## src/rtl/decode_stage_if.sv

```systemverilog
`default_nettype none
// ============================================================================
// Module  : decode_stage_if
// Brief   : Fetch / register-file / writeback / execute signals of the decode stage.
// Revision: 1.0
// ============================================================================
interface decode_stage_if;
   logic        flush;
   logic        if_valid;
   logic        if_ready;
   logic [31:0] if_instr;
   logic [31:0] if_pc;
   logic        rf_rd_en1;
   logic        rf_rd_en2;
   logic [4:0]  rf_rd_addr1;
   logic [4:0]  rf_rd_addr2;
   logic [31:0] rf_rd_data1;
   logic [31:0] rf_rd_data2;
   logic        wb_en;
   logic [4:0]  wb_addr;
   logic [31:0] wb_data;
   logic        ex_valid;
   logic        ex_ready;
   logic [31:0] ex_pc;
   logic [31:0] ex_rs1_val;
   logic [31:0] ex_rs2_val;
   logic [31:0] ex_imm;
   logic [4:0]  ex_rd;
   logic        ex_rd_we;
   logic [6:0]  ex_opcode;
   logic [2:0]  ex_funct3;
   logic        ex_funct7b5;
   logic        ex_illegal;

   // Decode side
   modport slave (
      input  flush, if_valid, if_instr, if_pc, rf_rd_data1, rf_rd_data2,
             wb_en, wb_addr, wb_data, ex_ready,
      output if_ready, rf_rd_en1, rf_rd_en2, rf_rd_addr1, rf_rd_addr2,
             ex_valid, ex_pc, ex_rs1_val, ex_rs2_val, ex_imm, ex_rd, ex_rd_we,
             ex_opcode, ex_funct3, ex_funct7b5, ex_illegal
   );

   // Surrounding pipeline side
   modport master (
      output flush, if_valid, if_instr, if_pc, rf_rd_data1, rf_rd_data2,
             wb_en, wb_addr, wb_data, ex_ready,
      input  if_ready, rf_rd_en1, rf_rd_en2, rf_rd_addr1, rf_rd_addr2,
             ex_valid, ex_pc, ex_rs1_val, ex_rs2_val, ex_imm, ex_rd, ex_rd_we,
             ex_opcode, ex_funct3, ex_funct7b5, ex_illegal
   );
endinterface
`default_nettype wire

```

## src/rtl/decode_stage.sv

```systemverilog
`default_nettype none
// ============================================================================
// Module  : decode_stage
// Brief   : RV32I decode / operand fetch with x0 masking and writeback bypass.
// Revision: 1.0
// ============================================================================
module decode_stage #(
   parameter logic [31:0] NOP_INSTR = 32'h0000_0013
) (
   input  logic          clk,
   input  logic          reset,
   decode_stage_if.slave bus
);

   localparam logic [6:0] OP_LUI    = 7'b0110111;
   localparam logic [6:0] OP_AUIPC  = 7'b0010111;
   localparam logic [6:0] OP_JAL    = 7'b1101111;
   localparam logic [6:0] OP_JALR   = 7'b1100111;
   localparam logic [6:0] OP_BRANCH = 7'b1100011;
   localparam logic [6:0] OP_LOAD   = 7'b0000011;
   localparam logic [6:0] OP_STORE  = 7'b0100011;
   localparam logic [6:0] OP_IMM    = 7'b0010011;
   localparam logic [6:0] OP_OP     = 7'b0110011;
   localparam logic [6:0] OP_MISC   = 7'b0001111;
   localparam logic [6:0] OP_SYSTEM = 7'b1110011;

   typedef enum logic [1:0] {
      IDLE = 2'd0,
      READ = 2'd1,
      HOLD = 2'd2
   } state_t;

   function automatic logic uses_rs1(input logic [6:0] op);
      return !((op == OP_LUI) || (op == OP_AUIPC) || (op == OP_JAL));
   endfunction

   function automatic logic uses_rs2(input logic [6:0] op);
      return (op == OP_BRANCH) || (op == OP_STORE) || (op == OP_OP);
   endfunction

   // x0 first, then the live writeback, then last cycle's writeback, then the file.
   function automatic logic [31:0] resolve(
      input logic        used,
      input logic [4:0]  rs,
      input logic [31:0] rf_data,
      input logic        wb_en,
      input logic [4:0]  wb_addr,
      input logic [31:0] wb_data,
      input logic        wbr_vld,
      input logic [4:0]  wbr_addr,
      input logic [31:0] wbr_data
   );
      if (!used || (rs == 5'd0))
         return 32'd0;
      else if (wb_en && (wb_addr == rs))
         return wb_data;
      else if (wbr_vld && (wbr_addr == rs))
         return wbr_data;
      else
         return rf_data;
   endfunction

   state_t      state_q,    state_d;
   logic [31:0] instr_q,    instr_d;
   logic [31:0] pc_q,       pc_d;
   logic        wb_vld_q,   wb_vld_d;
   logic [4:0]  wb_addr_q,  wb_addr_d;
   logic [31:0] wb_data_q,  wb_data_d;
   logic [4:0]  hold_rs1_q, hold_rs1_d;
   logic [4:0]  hold_rs2_q, hold_rs2_d;
   logic        ex_valid_q, ex_valid_d;
   logic [31:0] ex_pc_q,    ex_pc_d;
   logic [31:0] rs1_val_q,  rs1_val_d;
   logic [31:0] rs2_val_q,  rs2_val_d;
   logic [31:0] imm_q,      imm_d;
   logic [4:0]  rd_q,       rd_d;
   logic        rd_we_q,    rd_we_d;
   logic [6:0]  opcode_q,   opcode_d;
   logic [2:0]  funct3_q,   funct3_d;
   logic        f7b5_q,     f7b5_d;
   logic        illegal_q,  illegal_d;

   logic        if_ready;
   logic        accept;
   logic        rd_en1;
   logic        rd_en2;

   logic [6:0]  dec_op;
   logic        dec_use1;
   logic        dec_use2;
   logic        dec_illegal;
   logic        dec_rd_we;
   logic [31:0] dec_imm;

   // Fetch handshake and register-file read port, live only in the accept cycle
   always_comb begin
      if_ready = !reset && !bus.flush &&
                 ((state_q == IDLE) || ((state_q == HOLD) && bus.ex_ready));
      accept   = if_ready && bus.if_valid;
      rd_en1   = accept && uses_rs1(bus.if_instr[6:0]);
      rd_en2   = accept && uses_rs2(bus.if_instr[6:0]);
   end

   assign bus.if_ready    = if_ready;
   assign bus.rf_rd_en1   = rd_en1;
   assign bus.rf_rd_en2   = rd_en2;
   assign bus.rf_rd_addr1 = rd_en1 ? bus.if_instr[19:15] : 5'd0;
   assign bus.rf_rd_addr2 = rd_en2 ? bus.if_instr[24:20] : 5'd0;

   // Field decode of the latched instruction
   always_comb begin
      dec_op      = instr_q[6:0];
      dec_use1    = uses_rs1(dec_op);
      dec_use2    = uses_rs2(dec_op);
      dec_illegal = 1'b0;
      dec_rd_we   = 1'b0;
      dec_imm     = 32'd0;
      case (dec_op)
         OP_LUI, OP_AUIPC: begin
            dec_imm   = {instr_q[31:12], 12'd0};
            dec_rd_we = 1'b1;
         end
         OP_JAL: begin
            dec_imm   = {{12{instr_q[31]}}, instr_q[19:12], instr_q[20], instr_q[30:21], 1'b0};
            dec_rd_we = 1'b1;
         end
         OP_JALR, OP_LOAD, OP_IMM: begin
            dec_imm   = {{20{instr_q[31]}}, instr_q[31:20]};
            dec_rd_we = 1'b1;
         end
         OP_BRANCH: dec_imm = {{20{instr_q[31]}}, instr_q[7], instr_q[30:25], instr_q[11:8], 1'b0};
         OP_STORE:  dec_imm = {{20{instr_q[31]}}, instr_q[31:25], instr_q[11:7]};
         OP_OP:     dec_rd_we = 1'b1;
         OP_MISC, OP_SYSTEM: dec_rd_we = 1'b0;
         default:   dec_illegal = 1'b1;
      endcase
      if (instr_q[1:0] != 2'b11)
         dec_illegal = 1'b1;
      if (dec_illegal || (instr_q[11:7] == 5'd0))
         dec_rd_we = 1'b0;
   end

   always_comb begin
      state_d    = state_q;
      instr_d    = instr_q;
      pc_d       = pc_q;
      wb_vld_d   = bus.wb_en;
      wb_addr_d  = bus.wb_addr;
      wb_data_d  = bus.wb_data;
      hold_rs1_d = hold_rs1_q;
      hold_rs2_d = hold_rs2_q;
      ex_valid_d = ex_valid_q;
      ex_pc_d    = ex_pc_q;
      rs1_val_d  = rs1_val_q;
      rs2_val_d  = rs2_val_q;
      imm_d      = imm_q;
      rd_d       = rd_q;
      rd_we_d    = rd_we_q;
      opcode_d   = opcode_q;
      funct3_d   = funct3_q;
      f7b5_d     = f7b5_q;
      illegal_d  = illegal_q;

      case (state_q)
         IDLE: begin
            if (accept) begin
               instr_d = bus.if_instr;
               pc_d    = bus.if_pc;
               state_d = READ;
            end
         end
         READ: begin
            ex_valid_d = 1'b1;
            ex_pc_d    = pc_q;
            rs1_val_d  = resolve(dec_use1, instr_q[19:15], bus.rf_rd_data1,
                                 bus.wb_en, bus.wb_addr, bus.wb_data,
                                 wb_vld_q, wb_addr_q, wb_data_q);
            rs2_val_d  = resolve(dec_use2, instr_q[24:20], bus.rf_rd_data2,
                                 bus.wb_en, bus.wb_addr, bus.wb_data,
                                 wb_vld_q, wb_addr_q, wb_data_q);
            // An unused operand holds index 0 so a stalled writeback never matches it
            hold_rs1_d = dec_use1 ? instr_q[19:15] : 5'd0;
            hold_rs2_d = dec_use2 ? instr_q[24:20] : 5'd0;
            imm_d      = dec_imm;
            rd_d       = instr_q[11:7];
            rd_we_d    = dec_rd_we;
            opcode_d   = dec_op;
            funct3_d   = instr_q[14:12];
            f7b5_d     = instr_q[30];
            illegal_d  = dec_illegal;
            state_d    = HOLD;
         end
         HOLD: begin
            if (bus.wb_en && (bus.wb_addr != 5'd0)) begin
               if (bus.wb_addr == hold_rs1_q) rs1_val_d = bus.wb_data;
               if (bus.wb_addr == hold_rs2_q) rs2_val_d = bus.wb_data;
            end
            if (bus.ex_ready) begin
               ex_valid_d = 1'b0;
               if (accept) begin
                  instr_d = bus.if_instr;
                  pc_d    = bus.if_pc;
                  state_d = READ;
               end else begin
                  state_d = IDLE;
               end
            end
         end
         default: state_d = IDLE;
      endcase

      if (bus.flush) begin
         state_d    = IDLE;
         ex_valid_d = 1'b0;
         instr_d    = NOP_INSTR;
      end
   end

   always_ff @(posedge clk) begin
      if (reset) begin
         state_q    <= IDLE;
         instr_q    <= NOP_INSTR;
         pc_q       <= 32'd0;
         wb_vld_q   <= 1'b0;
         wb_addr_q  <= 5'd0;
         wb_data_q  <= 32'd0;
         hold_rs1_q <= 5'd0;
         hold_rs2_q <= 5'd0;
         ex_valid_q <= 1'b0;
         ex_pc_q    <= 32'd0;
         rs1_val_q  <= 32'd0;
         rs2_val_q  <= 32'd0;
         imm_q      <= 32'd0;
         rd_q       <= 5'd0;
         rd_we_q    <= 1'b0;
         opcode_q   <= 7'd0;
         funct3_q   <= 3'd0;
         f7b5_q     <= 1'b0;
         illegal_q  <= 1'b0;
      end else begin
         state_q    <= state_d;
         instr_q    <= instr_d;
         pc_q       <= pc_d;
         wb_vld_q   <= wb_vld_d;
         wb_addr_q  <= wb_addr_d;
         wb_data_q  <= wb_data_d;
         hold_rs1_q <= hold_rs1_d;
         hold_rs2_q <= hold_rs2_d;
         ex_valid_q <= ex_valid_d;
         ex_pc_q    <= ex_pc_d;
         rs1_val_q  <= rs1_val_d;
         rs2_val_q  <= rs2_val_d;
         imm_q      <= imm_d;
         rd_q       <= rd_d;
         rd_we_q    <= rd_we_d;
         opcode_q   <= opcode_d;
         funct3_q   <= funct3_d;
         f7b5_q     <= f7b5_d;
         illegal_q  <= illegal_d;
      end
   end

   assign bus.ex_valid    = ex_valid_q;
   assign bus.ex_pc       = ex_pc_q;
   assign bus.ex_rs1_val  = rs1_val_q;
   assign bus.ex_rs2_val  = rs2_val_q;
   assign bus.ex_imm      = imm_q;
   assign bus.ex_rd       = rd_q;
   assign bus.ex_rd_we    = rd_we_q;
   assign bus.ex_opcode   = opcode_q;
   assign bus.ex_funct3   = funct3_q;
   assign bus.ex_funct7b5 = f7b5_q;
   assign bus.ex_illegal  = illegal_q;

endmodule
`default_nettype wire

```

## src/flat_wrapper.sv

```systemverilog
// flat-port wrapper written by rule: the top's interface ports become plain ports
module decode_stage_flat 
#(
   parameter logic [31:0] NOP_INSTR = 32'h0000_0013
)
  (clk, reset, bus_flush, bus_if_valid, bus_if_instr, bus_if_pc, bus_rf_rd_data1, bus_rf_rd_data2, bus_wb_en, bus_wb_addr, bus_wb_data, bus_ex_ready, bus_if_ready, bus_rf_rd_en1, bus_rf_rd_en2, bus_rf_rd_addr1, bus_rf_rd_addr2, bus_ex_valid, bus_ex_pc, bus_ex_rs1_val, bus_ex_rs2_val, bus_ex_imm, bus_ex_rd, bus_ex_rd_we, bus_ex_opcode, bus_ex_funct3, bus_ex_funct7b5, bus_ex_illegal);
  decode_stage_if bus_i ();
  input  logic clk;
  input  logic reset;
  input wire logic [$bits(bus_i.flush)-1:0] bus_flush;
  input wire logic [$bits(bus_i.if_valid)-1:0] bus_if_valid;
  input wire logic [$bits(bus_i.if_instr)-1:0] bus_if_instr;
  input wire logic [$bits(bus_i.if_pc)-1:0] bus_if_pc;
  input wire logic [$bits(bus_i.rf_rd_data1)-1:0] bus_rf_rd_data1;
  input wire logic [$bits(bus_i.rf_rd_data2)-1:0] bus_rf_rd_data2;
  input wire logic [$bits(bus_i.wb_en)-1:0] bus_wb_en;
  input wire logic [$bits(bus_i.wb_addr)-1:0] bus_wb_addr;
  input wire logic [$bits(bus_i.wb_data)-1:0] bus_wb_data;
  input wire logic [$bits(bus_i.ex_ready)-1:0] bus_ex_ready;
  output wire logic [$bits(bus_i.if_ready)-1:0] bus_if_ready;
  output wire logic [$bits(bus_i.rf_rd_en1)-1:0] bus_rf_rd_en1;
  output wire logic [$bits(bus_i.rf_rd_en2)-1:0] bus_rf_rd_en2;
  output wire logic [$bits(bus_i.rf_rd_addr1)-1:0] bus_rf_rd_addr1;
  output wire logic [$bits(bus_i.rf_rd_addr2)-1:0] bus_rf_rd_addr2;
  output wire logic [$bits(bus_i.ex_valid)-1:0] bus_ex_valid;
  output wire logic [$bits(bus_i.ex_pc)-1:0] bus_ex_pc;
  output wire logic [$bits(bus_i.ex_rs1_val)-1:0] bus_ex_rs1_val;
  output wire logic [$bits(bus_i.ex_rs2_val)-1:0] bus_ex_rs2_val;
  output wire logic [$bits(bus_i.ex_imm)-1:0] bus_ex_imm;
  output wire logic [$bits(bus_i.ex_rd)-1:0] bus_ex_rd;
  output wire logic [$bits(bus_i.ex_rd_we)-1:0] bus_ex_rd_we;
  output wire logic [$bits(bus_i.ex_opcode)-1:0] bus_ex_opcode;
  output wire logic [$bits(bus_i.ex_funct3)-1:0] bus_ex_funct3;
  output wire logic [$bits(bus_i.ex_funct7b5)-1:0] bus_ex_funct7b5;
  output wire logic [$bits(bus_i.ex_illegal)-1:0] bus_ex_illegal;
  assign bus_i.flush = bus_flush;
  assign bus_i.if_valid = bus_if_valid;
  assign bus_i.if_instr = bus_if_instr;
  assign bus_i.if_pc = bus_if_pc;
  assign bus_i.rf_rd_data1 = bus_rf_rd_data1;
  assign bus_i.rf_rd_data2 = bus_rf_rd_data2;
  assign bus_i.wb_en = bus_wb_en;
  assign bus_i.wb_addr = bus_wb_addr;
  assign bus_i.wb_data = bus_wb_data;
  assign bus_i.ex_ready = bus_ex_ready;
  assign bus_if_ready = bus_i.if_ready;
  assign bus_rf_rd_en1 = bus_i.rf_rd_en1;
  assign bus_rf_rd_en2 = bus_i.rf_rd_en2;
  assign bus_rf_rd_addr1 = bus_i.rf_rd_addr1;
  assign bus_rf_rd_addr2 = bus_i.rf_rd_addr2;
  assign bus_ex_valid = bus_i.ex_valid;
  assign bus_ex_pc = bus_i.ex_pc;
  assign bus_ex_rs1_val = bus_i.ex_rs1_val;
  assign bus_ex_rs2_val = bus_i.ex_rs2_val;
  assign bus_ex_imm = bus_i.ex_imm;
  assign bus_ex_rd = bus_i.ex_rd;
  assign bus_ex_rd_we = bus_i.ex_rd_we;
  assign bus_ex_opcode = bus_i.ex_opcode;
  assign bus_ex_funct3 = bus_i.ex_funct3;
  assign bus_ex_funct7b5 = bus_i.ex_funct7b5;
  assign bus_ex_illegal = bus_i.ex_illegal;
  decode_stage #(.NOP_INSTR(NOP_INSTR)) u_core (.clk(clk), .reset(reset), .bus(bus_i));
endmodule
```

## config.mk

```make
export PLATFORM = sky130hd
export DESIGN_NAME = decode_stage_flat
export DESIGN_NICKNAME = d
export VERILOG_FILES = /design/src/rtl/decode_stage_if.sv /design/src/rtl/decode_stage.sv /design/src/flat_wrapper.sv
export SDC_FILE = /design/constraint.sdc
export NUM_CORES = 1
export LEC_CHECK = 0
export CORE_ASPECT_RATIO = 1.75
export CORE_MARGIN = 4
export CORE_UTILIZATION = 53
export DETAILED_ROUTE_END_ITERATION = 6
export PLACE_DENSITY = 0.82
export SYNTH_ARGS = -nofsm -noshare
export SYNTH_HDL_FRONTEND = slang
export SYNTH_SLANG_ARGS = --single-unit
```

## constraint.sdc

```tcl
create_clock -name clk -period 6.6 [get_ports clk]
set_clock_uncertainty 0.15 [all_clocks]
set_input_delay 0.66 -clock clk [delete_from_list [all_inputs] [get_ports clk]]
set_output_delay 0.66 -clock clk [all_outputs]
set_load 0.1 [all_outputs]
```

* Word level (Yosys, flattened, before mapping) *
Cells that the tools add are included.
W data, S select, Z words.

storage, ports and cells
  word-level logic and storage cells = 127
  bits in writable memories = 0
  bits in latches = 0
  register bits after elaboration = 261
  ROM bits = 0
  memories kept = 0
  input port bits = 171

operators by class
  bitwise gates (word level) = 0
  reduce and logical (&&, ||, !) cells = 44
  $lt $le $gt $ge = 0
  multiply operators = 0
  shifts and indexed selects = 0
  add/subtract/negate cells = 0
  equal/unequal tests = 31
  muxes and demuxes = 33
  div/mod/pow operators = 0

operators with widths
  operator              number
  $mux W32              14
  $pmux W32 S2          4
  $pmux W32 S5          1
  $eq A7 B6 Y1 const B  6
  $eq A7 B7 Y1 const B  6
  $eq A5 B5 Y1          6
  $eq A7 B5 Y1 const B  3
  $mux W5               4
  $logic_not A5 Y1      3
  $logic_or A1 B1 Y1    12
  $logic_and A1 B1 Y1   11
  $reduce_or A11 Y1     1
  $ne A2 B2 Y1 const B  5
  $eq A7 B2 Y1 const B  1
  $eq A7 B4 Y1 const B  1
  $reduce_or A7 Y1      1
  $mux W1               6
  $pmux W2 S3           1
  $reduce_and A2 Y1     3
  $reduce_and A3 Y1     2
  $reduce_bool A5 Y1    1
  $logic_not A1 Y1      4
  $mux W2               2
  $reduce_bool A2 Y1    2
  7 further kinds       8

* Depth between registers and ports, before layout *
  depth in word-level cells = 8
  depth in mapped cells = 10
  depth with buffers taken out = 7

* Worst setup path before layout *
No wires, ideal clock.

  kind = input to output
  start point = input port reset
  end point = output port bus_rf_rd_addr2[0]
  stages = 5
  buffers on the path = 1
  arrival time = 4.210 ns
  setup slack = 1.580 ns
  path through = clkbuf_1 > nor2_1 > nand3b_1 > a2111oi_2 > and2_1

between the ends
  word-level cells in the longest chain between the ends = 6

RTL lines
  item                               line                 text
  start, declared                    flat_wrapper.sv:9    input logic reset;
  $logic_not A1 Y1                   decode_stage.sv:97   if_ready = !reset && !bus.flush &&
  $logic_and A1 B1 Y1 (2 in series)  decode_stage.sv:97
  $logic_and A1 B1 Y1                decode_stage.sv:99   accept = if_ready && bus.if_valid;
  $logic_and A1 B1 Y1                decode_stage.sv:101  rd_en2 = accept && uses_rs2(bus.if_instr[6:0]);
  named net bus_rf_rd_en2            flat_wrapper.sv:22   output wire logic [$bits(bus_i.rf_rd_en2)-1:0] bus_rf_rd_en2;
  $mux W5                            decode_stage.sv:108  assign bus.rf_rd_addr2 = rd_en2 ? bus.if_instr[24:20] : 5'd0;
  end, declared                      flat_wrapper.sv:24   output wire logic [$bits(bus_i.rf_rd_addr2)-1:0] bus_rf_rd_addr2;

The timed path passes the listed nets, and every way through them passes these cells.

* Final worst setup path *
  start point = input port reset
  end point = output port bus_rf_rd_addr2[4]

between the ends
  word-level cells in the longest chain between the ends = 6

RTL lines
  item                               line
  $logic_not A1 Y1                   decode_stage.sv:97
  $logic_and A1 B1 Y1 (2 in series)  decode_stage.sv:97
  $logic_and A1 B1 Y1                decode_stage.sv:99
  $logic_and A1 B1 Y1                decode_stage.sv:101
  $mux W5                            decode_stage.sv:108

No other way between the ends.

==> flow_summary_export.csv <==
group,metric,value,unit
floorplanning,fp.dieArea,26000,um^2
sta,max_slew_margin,0.252,
logic_synthesis,syn_inst,1459,
pwr,netSwitchingPower,0.000938,W
global_route,gr-total-overflow,0,
worst_setup_path,reg2reg_from,"u_core.state_q[0]$_SDFFE_PP0P_",
floorplanning,fp.dieW,124,um
route,drt-total-wl,42400,um
floorplanning,ios,331,
global_route,grt_pass1_vias,12200,
final_layout,layout_commonest_cell,"clkdlybuf4s50_1",
route,wl_per_cell,21.2,um
worst_setup_path,critPathCapture,"bus_rf_rd_addr2[4]",
clock_network,clk-insertion-delay-late,0.53,ns
clock_network,cts_tree,"done",
pwr,cellPowerDensity,216,nW/um^2
route,drt.antenna.violating_nets,0,
placement,dp_hpwl,27500,um
worst_setup_path,cpPeakStageDelay,1.13,ns
global_route,grt_pass1_wl,65400,um
min_path,holdPathStages,2,
pwr,swShare,0.264,
route,drt-pass1-iter-count,5,
sta,tightest_slew,1.12,ns
logic_synthesis,syn-cell-area,12400,um^2
logic_synthesis,syn_nets,1634,
clock_network,cts_resized,0,
pwr,pwr-share-seq,0.460,
clock_network,hold_buffers,0,
pwr,peakVddDrop,0.232,mV
floorplanning,die_h,210,um
worst_setup_path,r2r-end,"u_core.instr_q[19]$_SDFFE_PP0P_",
final_layout,area_delta_synth_final,32.8,%
sta,fmaxAchievable,0.213,GHz
clock_network,clkTransAtPathRegs,0.06,ns
final_layout,register_area,5230,um^2
sta,period_needed,4.69,ns
route,met1_length,15000,um
min_path,hold_path.startpoint,"u_core.bus.ex_imm[21]$_SDFFE_PP0P_",
route,drt_iter0_markers,1283,
placement,port_buffers,330,
global_route,antenna_found_initial,3,
sta,timing.final.ws_setup,1.91,ns
clock_network,clockBufferDepth,3,
route,dr_wl_met2,21300,um
route,num_vias,12400,
min_path,hp-class,"reg -> reg",
sta,final-setup-viol-count,0,
worst_setup_path,worst_path_max_delay_cell,"clkdlybuf4s50_1",
floorplanning,rows,73,
logic_synthesis,ys_ff_latch,261,
clock_network,cts_setup_buffers,0,
sta,grt_setup_unrepaired,"false",
worst_setup_path,endpoint_kind,"primary output",
route,top_layer_used,"met5",
placement,place.gp.congestion,0.849,
logic_synthesis,ys_types,61,
worst_setup_path,crit_arrival,3.88,ns
worst_setup_path,rrSetupSlack,3.28,ns
floorplanning,initial_core_util,0.542,
worst_setup_path,crit_chain,"buf_6, nor2_1, nand3b_1, a2111oi_2, and2_1, clkdlybuf4s50_1",
sta,setup_tns,0,ns
final_layout,multi_input_area,6550,um^2
pwr,pwr-share-clk,0.402,
final_layout,final_cell_mix,"329 x clkdlybuf4s50_1, 261 x dfxtp_1, 173 x nand2_1",
placement,dpl_worst_slack,1.88,ns
sta,final-hold-violation-count,0,
clock_network,clock_sinks,261,
logic_synthesis,synth-edff-count,0,
route,wl_met3,4010,um
final_layout,finalNetCount,1858,
outcome,outcome,"complete, no violations",
clock_network,htree_levels,1,
clock_network,ctsRootBufferMaster,"clkbuf_16",
route,drc,0,
final_layout,drive_above_1_share,0.0565,
clock_network,cts_buffers,24,
logic_synthesis,synthFlopType,"dfxtp_1",
worst_setup_path,startpoint_type,"primary input",
logic_synthesis,async_flop_share,0,
job,drv_cap,0,
worst_setup_path,critPathLaunch,"reset",
sta,slew_viol_final,0,
logic_synthesis,ys_seq_area_frac,0.422,
floorplanning,coreArea,22800,um^2
logic_synthesis,synth_area_per_cell,8.48,um^2
worst_setup_path,worstSetupPathType,"in -> out",
route,vias_per_cell,6.20,
pwr,p_leak,5.46,nW
worst_setup_path,reg2reg_depth,8,
logic_synthesis,synth_warnings,0,
global_route,grtUsageTotal,0.312,
worst_setup_path,worstPathRequired,5.79,ns
pwr,p_comb_frac,0.138,
sta,fin_crit_sh,0.710,
final_layout,fillers,1791,
global_route,grt_max_degree,134,
worst_setup_path,crit_path_max_fanout,133,
pwr,p_int,0.00261,W
-- cells by family after synthesis --
family,Yosys count,share of synthesized area
buffers and inverters,160,0.0540
adder cells (fa/ha/maj),4,0.00404
multiplexers,50,0.0405
XOR/XNOR,30,0.0212
flip-flops,261,0.422
AND/OR/NAND/NOR,506,0.209
AO/OA/AOI/OAI,448,0.249
-- power by group through the flow --
| stage | clock network, W | registers (W) | logic (W) |
|---|---|---|---|
| 2_1_floorplan | 0 | 0.00176 | 0.000192 |
| 3_3_place_gp | 0 | 0.00167 | 0.000477 |
| 5_1_grt | 0.00150 | 0.00164 | 0.000515 |
| 4_1_cts | 0.00144 | 0.00163 | 0.000484 |
| 3_5_place_dp | 0 | 0.00167 | 0.000481 |
| 6_report | 0.00143 | 0.00163 | 0.000489 |
-- synth_stat cells, drive strengths merged, types with 4 or more instances --
master    n  area [um^2]
dfxtp   261         5230
nand2   173          649
a21oi   129          649
clkbuf  112          420
nor2    102          383
o21ai    93          503
a21boi   64          480
a311oi   64          561
and3     64          400
o311ai   64          561
mux2i    49          490
buf      41          221
nor2b    40          250
nand3b   33          248
or3      33          206
nand3    18         90.1
xnor2    18          158
and2     16          100
xor2     12          105
a22oi    10         75.1
a21o      8         60.1
inv       6         22.5
nor4      5         91.3
or2       5         31.3
ha        4         50.1
or4       4         30.0
-- worst min path at each step --
| stage | endpoint | slack (ns) |
|---|---|---|
| after floorplan | u_core.pc_q[0]$_SDFFE_PP0P_ | 0.29 |
| after global placement | u_core.bus.ex_imm[20]$_SDFFE_PP0P_ | 0.29 |
| after global routing | u_core.pc_q[13]$_SDFFE_PP0P_ | 0.32 |
| final | u_core.bus.ex_imm[21]$_SDFFE_PP0P_ | 0.29 |
| after CTS | u_core.bus.ex_imm[21]$_SDFFE_PP0P_ | 0.30 |
| after detailed placement | u_core.bus.ex_imm[21]$_SDFFE_PP0P_ | 0.29 |
-- per-layer routing --
metal,track usage,vias up
met4,0.159,2
met1,0.348,5855
li1,-,5716
met3,0.0733,141
met5,0,-
met2,0.546,685
-- per-stage QoR --
| step | cell area, um^2 | power (W) | hold WS (ns) | std cells | utilization |
|---|---|---|---|---|---|
| 6_report | 16400 | 0.00355 | 0.294 | 2001 | 0.720 |
| 5_1_grt | 16400 | 0.00365 | 0.321 | 2001 | 0.720 |
| 4_1_cts | 16400 | 0.00356 | 0.298 | 1999 | 0.720 |
| 3_5_place_dp | 15600 | 0.00215 | 0.290 | 1957 | 0.685 |
| 3_3_place_gp | 15600 | 0.00214 | 0.285 | 1957 | 0.685 |
| 2_1_floorplan | 12400 | 0.00195 | 0.286 | 1459 | - |
-- flip-flops by register name, summed over array words and instances (netlist names), 2 cells and up --
| signal | count |
|---|---|
| u_core.bus.ex_opcode | 7 |
| u_core.wb_data_q | 32 |
| u_core.bus.ex_rs2_val | 32 |
| u_core.instr_q | 32 |
| u_core.bus.ex_rs1_val | 32 |
| u_core.bus.ex_pc | 32 |
| u_core.hold_rs2_q | 5 |
| u_core.hold_rs1_q | 5 |
| u_core.bus.ex_rd | 5 |
| u_core.bus.ex_funct3 | 3 |
| u_core.state_q | 2 |
| u_core.pc_q | 32 |
| u_core.wb_addr_q | 5 |
| u_core.bus.ex_imm | 32 |
-- worst max-delay path: cells and delay by family --
family	cells	cell delay, ns
AO/OA/AOI/OAI	1	0.80
buffers and inverters	2	1.49
AND/OR/NAND/NOR	3	0.91
-- area by class of cell --
class,instances,share of cell area
multi-input combinational,1038,0.399
sequential,261,0.318
timing repair buffer,351,0.211
clock buffer,34,0.0425
tap,300,0.0228
clock inverter,8,0.00586
inverter,7,0.00160
antenna,2,0.000304
(Power assumes the default switching activity.)
